===== src/rtl/yuv2rgb_pipe_pkg.sv =====
// ============================================================================
// Module   : yuv2rgb_pipe_pkg
// Brief    : Shared constants and the saturation helper for the YUV->RGB path.
// Revision : 1.0 - initial release
// ============================================================================
`default_nettype none

package yuv2rgb_pipe_pkg;

    localparam int unsigned YUV2RGB_LATENCY = 5;

    // Q8 BT.601 full-range decode coefficients
    localparam logic signed [18:0] K_RV = 19'sd359;
    localparam logic signed [18:0] K_GU = 19'sd88;
    localparam logic signed [18:0] K_GV = 19'sd183;
    localparam logic signed [18:0] K_BU = 19'sd454;

    localparam logic signed [8:0]  CHROMA_OFS = 9'sd128;
    localparam logic signed [18:0] RND        = 19'sd128;
    localparam int unsigned        FRAC       = 8;

    function automatic logic [7:0] clamp_u8(input logic signed [10:0] a);
        logic [7:0] r;
        if (a < 11'sd0) begin
            r = 8'h00;
        end else if (a > 11'sd255) begin
            r = 8'hFF;
        end else begin
            r = a[7:0];
        end
        return r;
    endfunction

endpackage

`default_nettype wire


===== src/rtl/sideband_pipe.sv =====
// ============================================================================
// Module   : sideband_pipe
// Brief    : Synchronous-reset shift pipe keeping sideband aligned with data.
// Revision : 1.0 - initial release
// ============================================================================
`default_nettype none

module sideband_pipe #(
    parameter int WIDTH = 1,
    parameter int DEPTH = 1
) (
    input  logic             clk,
    input  logic             rst,
    input  logic [WIDTH-1:0] i_d,
    output logic [WIDTH-1:0] o_q
);

    logic [WIDTH-1:0] r_pipe [DEPTH];

    always_ff @(posedge clk) begin
        if (rst) begin
            for (int i = 0; i < DEPTH; i++) begin
                r_pipe[i] <= '0;
            end
        end else begin
            r_pipe[0] <= i_d;
            for (int i = 1; i < DEPTH; i++) begin
                r_pipe[i] <= r_pipe[i-1];
            end
        end
    end

    assign o_q = r_pipe[DEPTH-1];

endmodule

`default_nettype wire


===== src/rtl/yuv2rgb_pipe.sv =====
// ============================================================================
// Module   : yuv2rgb_pipe
// Brief    : Five-stage BT.601 YUV->RGB converter with aligned 3-bit sideband.
// Revision : 1.0 - initial release
// ============================================================================
`default_nettype none

module yuv2rgb_pipe
    import yuv2rgb_pipe_pkg::*;
(
    input  logic       clk,
    input  logic       rst,
    input  logic [7:0] in_y,
    input  logic [7:0] in_u,
    input  logic [7:0] in_v,
    input  logic [2:0] in_c,
    output logic [7:0] out_r,
    output logic [7:0] out_g,
    output logic [7:0] out_b,
    output logic [2:0] out_c
);

    logic        [7:0]  r_y1;
    logic signed [8:0]  r_u1;
    logic signed [8:0]  r_v1;

    logic        [7:0]  r_y2;
    logic signed [18:0] r_p_rv;
    logic signed [18:0] r_p_gu;
    logic signed [18:0] r_p_gv;
    logic signed [18:0] r_p_bu;

    logic signed [18:0] r_sum_r;
    logic signed [18:0] r_sum_g;
    logic signed [18:0] r_sum_b;

    logic signed [10:0] r_sh_r;
    logic signed [10:0] r_sh_g;
    logic signed [10:0] r_sh_b;

    logic signed [8:0]  w_u_ofs;
    logic signed [8:0]  w_v_ofs;
    logic signed [18:0] w_y256;

    // Chroma range -128..127 fits a 9-bit signed value without wrap
    assign w_u_ofs = $signed({1'b0, in_u}) - CHROMA_OFS;
    assign w_v_ofs = $signed({1'b0, in_v}) - CHROMA_OFS;
    assign w_y256  = $signed({3'b000, r_y2, 8'h00});

    always_ff @(posedge clk) begin
        if (rst) begin
            r_y1    <= '0;
            r_u1    <= '0;
            r_v1    <= '0;
            r_y2    <= '0;
            r_p_rv  <= '0;
            r_p_gu  <= '0;
            r_p_gv  <= '0;
            r_p_bu  <= '0;
            r_sum_r <= '0;
            r_sum_g <= '0;
            r_sum_b <= '0;
            r_sh_r  <= '0;
            r_sh_g  <= '0;
            r_sh_b  <= '0;
            out_r   <= '0;
            out_g   <= '0;
            out_b   <= '0;
        end else begin
            r_y1    <= in_y;
            r_u1    <= w_u_ofs;
            r_v1    <= w_v_ofs;

            r_y2    <= r_y1;
            r_p_rv  <= K_RV * 19'(r_v1);
            r_p_gu  <= K_GU * 19'(r_u1);
            r_p_gv  <= K_GV * 19'(r_v1);
            r_p_bu  <= K_BU * 19'(r_u1);

            r_sum_r <= w_y256 + r_p_rv + RND;
            r_sum_g <= w_y256 - r_p_gu - r_p_gv + RND;
            r_sum_b <= w_y256 + r_p_bu + RND;

            // Arithmetic shift floors toward -inf; |result| stays below 2^10
            r_sh_r  <= 11'(r_sum_r >>> FRAC);
            r_sh_g  <= 11'(r_sum_g >>> FRAC);
            r_sh_b  <= 11'(r_sum_b >>> FRAC);

            out_r   <= clamp_u8(r_sh_r);
            out_g   <= clamp_u8(r_sh_g);
            out_b   <= clamp_u8(r_sh_b);
        end
    end

    sideband_pipe #(
        .WIDTH (3),
        .DEPTH (YUV2RGB_LATENCY)
    ) u_sideband (
        .clk (clk),
        .rst (rst),
        .i_d (in_c),
        .o_q (out_c)
    );

endmodule

`default_nettype wire


===== config.mk =====
export PLATFORM = sky130hd
export DESIGN_NAME = yuv2rgb_pipe
export DESIGN_NICKNAME = d
export VERILOG_FILES = /design/src/rtl/yuv2rgb_pipe_pkg.sv /design/src/rtl/sideband_pipe.sv /design/src/rtl/yuv2rgb_pipe.sv
export SDC_FILE = /design/constraint.sdc
export NUM_CORES = 1
export LEC_CHECK = 0
export ABC_AREA = 0
export BUFFER_PORTS_ARGS = -buffer_cell sky130_fd_sc_hd__buf_2
export CORE_AREA = 2 2 169 130
export CTS_BUF_LIST = sky130_fd_sc_hd__clkbuf_2 sky130_fd_sc_hd__clkbuf_4 sky130_fd_sc_hd__clkbuf_8
export DETAILED_ROUTE_END_ITERATION = 16
export DIE_AREA = 0 0 171 132
export PLACE_DENSITY = 0.76
export SETUP_SLACK_MARGIN = 0.05
export SLEW_MARGIN = 0
export SYNTH_ARGS = -nofsm -noshare
export SYNTH_HDL_FRONTEND = slang
export SYNTH_SLANG_ARGS = --single-unit

===== constraint.sdc =====
create_clock -name clk -period 4.9 [get_ports clk]
set_input_delay 0.98 -clock clk [delete_from_list [all_inputs] [get_ports clk]]
set_output_delay 0.98 -clock clk [all_outputs]
set_load 0.005 [all_outputs]

==> flow_summary.yaml <==
clocking:
  ctsHoldBuffers: 0
  cts.repair.resized: 1
  htreeDepth: 4
  cts_tree: "done"
  clock_sinks: 193
  numCtsBuffers: 17
  clkTransAtPathRegs_ps: 120
  root_buffer: "clkbuf_8"
  clock_latency_ps: 490
  clk_path_buf_depth: 2
  post_cts_buffers: 0
logic_synthesis:
  synth_edf_count: 0
  yosysMostFrequentCell: "ha_1"
  yosysSeqAreaShare: 0.324
  synthTopCellsByCount: "195 x ha_1, 193 x dfxtp_1, 171 x inv_1, 107 x nor2b_1, 90 x nor2_1"
  synthArstFlopShare: 0
  syn_nets: 1505
  avgSynthCellArea_sq_um: 9.84
  synthTopCellsByArea: "dfxtp_1 32%, ha_1 20%, fa_1 11%"
  synth_flop_cell: "dfxtp_1"
  syn_inst: 1213
  synth_top_area_frac: 0.324
  synth-seq-cells: 193
  ys.warnings.count: 0
  synth_area_sq_um: 11900
  synth_area_leader_cell: "dfxtp_1"
  yosysUniqueCellTypes: 64
layout:
  diodes: 0
  nets: 1562
  syn_to_final_growth_pct: 9.21
  fill_cells: 1762
  drive_gt1_frac: 0.0998
routing:
  routed_wl_mm: 23.9
  drt-pass1-iter-count: 7
  drc: 0
  ant_nets: 0
  vias_per_cell: 5.18
  vias: 8133
  wl_per_cell_microns: 15.2
  drt_iter0_markers: 569
critical_path:
  criticalPathCategory: "flip-flop to flip-flop"
  critical_path_required_ps: 5310
  endpoint_kind: "flip-flop"
  reg2reg_to: "r_p_gv[15]$_SDFF_PP0_"
  critPathLaunchType: "flip-flop"
  cp.arrival_ps: 5060
  ff2ff_path_depth: 14
  reg2reg_from: "r_v1[5]$_SDFF_PP0_"
  r2r_setup_slack_ps: 240
  crit_fanout: 6
  cp-startpoint: "r_v1[5]$_SDFF_PP0_"
floorplanning:
  die-height_microns: 132
  dieArea_sq_um: 22600
  row_count: 46
  coreArea_sq_um: 20800
  io_pins: 56
  start_util: 0.573
  fp.dieW_microns: 171
sta:
  fin_setup_tns_ps: 0
  finalSetupViolations: 0
  rsz0062_at_grt: "yes"
  hold_viol: 0
  max_freq_ghz: 0.215
  relSlewSlack: 0.582
  clock_skew_ps: 22.4
  hold_ws_ps: 442
  slew_violations: 0
  fin_crit_ps: 4660
  timing.final.crit_share: 0.950
  worstMarginPinSlew_ps: 627
power:
  power_leakage_nw: 6.41
  p_per_area_nw_per_um2: 392
  ir_drop_v: 0.000217
global_route:
  grt_max_degree: 81
  gr-total-overflow: 0
  grt_use_met2: 0.351
  grtUsageMet3: 0.0504
  grt_antenna_before_repair: 0
  grt_pass1_vias: 8128
  grt_pass1_wl_mm: 40.7
  busiest_layer: "met2"
  met1_usage: 0.329
  track_usage: 0.229
worst_hold_path:
  worstHoldPathCells: 1
  hold_path_startpoint: "u_sideband.r_pipe[1][1]$_SDFF_PP0_"
  min_path_type: "flip-flop to flip-flop"
  worstHoldEndpoint: "u_sideband.r_pipe[2][1]$_SDFF_PP0_"
placed_design:
  gp_congestion: 1.00
  port-buffer-count: 55
  hpwl_mm: 18.9
status:
  status: "finished clean"
flow_run:
  cap_violations: 0
-- stage by stage --
stage / instance area [sq um] / setup slack (ps) / power (mW) / instances / utilization
after CTS: 13000 / 158 / 5.13 / 1571 / 0.625
after global routing: 13000 / 40.1 / 5.52 / 1571 / 0.626
after global placement: 12600 / 231 / 3.93 / 1539 / 0.602
after detailed placement: 12600 / 130 / 3.97 / 1539 / 0.602
after floorplan: 11900 / 222 / 3.49 / 1213 / -
final: 13000 / 243 / 5.11 / 1571 / 0.626
-- cells in the final DEF, fill, tap and decap left out, types with 7 or more instances in the layout --
cell type	Yosys	routed
dfxtp_1	193	188
nor2_1	90	90
or2_2	12	12
buf_2	0	54
inv_1	171	171
nor3_1	20	20
a21oi_1	37	37
nand3_1	8	8
xor2_1	27	27
ha_1	195	195
buf_4	0	9
nand2_1	20	20
fa_1	68	68
a31oi_1	7	7
xnor2_1	21	21
nor2b_1	107	107
clkbuf_8	0	17
o21a_1	43	43
a211oi_1	14	14
a21o_1	15	15
nor3b_1	9	9
o21ai_0	34	34
-- how the worst max path moves through the flow --
| stage | endpoint | slack [ps] | depth (start not counted) |
|---|---|---|---|
| finish | r_p_gv[15]$_SDFF_PP0_ | 240 | 14 |
| global route | r_p_rv[17]$_SDFF_PP0_ | 40 | 16 |
| CTS | r_p_rv[17]$_SDFF_PP0_ | 160 | 16 |
| detailed placement | r_p_rv[18]$_SDFF_PP0_ | 130 | 15 |
| global placement | r_p_rv[18]$_SDFF_PP0_ | 230 | 15 |
| floorplan | r_p_gv[15]$_SDFF_PP0_ | 220 | 15 |
-- worst max-delay path, cell delays in order, from the launching register on --
cell and delay (ps):
dfxtp_1 490, ha_1 250, fa_1 440, fa_1 490
inv_1 50, fa_1 520, inv_1 50, fa_1 450
ha_1 380, o21a_1 210, o31a_1 120, o31a_1 290
or4_1 500, and3b_1 200, nor3_2 140
-- cell families (layout without fill, tap and decap cells) --
| group | count (synthesis) | in the layout | share of synthesized area |
|---|---|---|---|
| muxes | 13 | 13 | 0.0118 |
| xor gates and xnor gates | 48 | 48 | 0.0352 |
| adders and majority gates | 263 | 263 | 0.318 |
| and+or+nand+nor | 300 | 300 | 0.136 |
| DFF | 193 | 193 | 0.324 |
| AOI/OAI and AO/OA | 199 | 199 | 0.113 |
| buffers and inverters | 197 | 267 | 0.0619 |
-- registers in the layout, indices dropped and copies added, names as in the netlist --
name / flops
out_b: 8
out_g: 8
out_r: 8
r_p_bu: 12
r_p_gu: 14
r_p_gv: 14
r_p_rv: 16
r_sh_b: 11
r_sh_g: 11
r_sh_r: 11
r_sum_b: 11
r_sum_g: 11
r_sum_r: 11
r_u1: 8
r_v1: 8
r_y1: 8
r_y2: 8
u_sideband.r_pipe: 15
-- layer usage --
layer	up-vias	share of wire
li1	4139	-
met1	3808	0.50
met2	163	0.43
met3	23	0.053
met4	0	0.015
met5	-	0
-- final cells by class --
class / instances / area, sq um / share of cell area
multi-input cells: 823 / 7350 / 0.564
flip-flops and latches: 193 / 3870 / 0.297
inverters: 171 / 642 / 0.0492
well taps: 288 / 360 / 0.0276
repair buffers: 64 / 349 / 0.0268
clock buffers: 17 / 234 / 0.0179
clock inverters: 15 / 228 / 0.0175
-- report_power, final --
part / switching (mW) / internal, mW
clock: 0.715 / 0.424
sequential: 0.105 / 1.83
combinational: 1.13 / 0.908
total: 1.95 / 3.16
No activity file was read; power rests on OpenSTA's default activity.
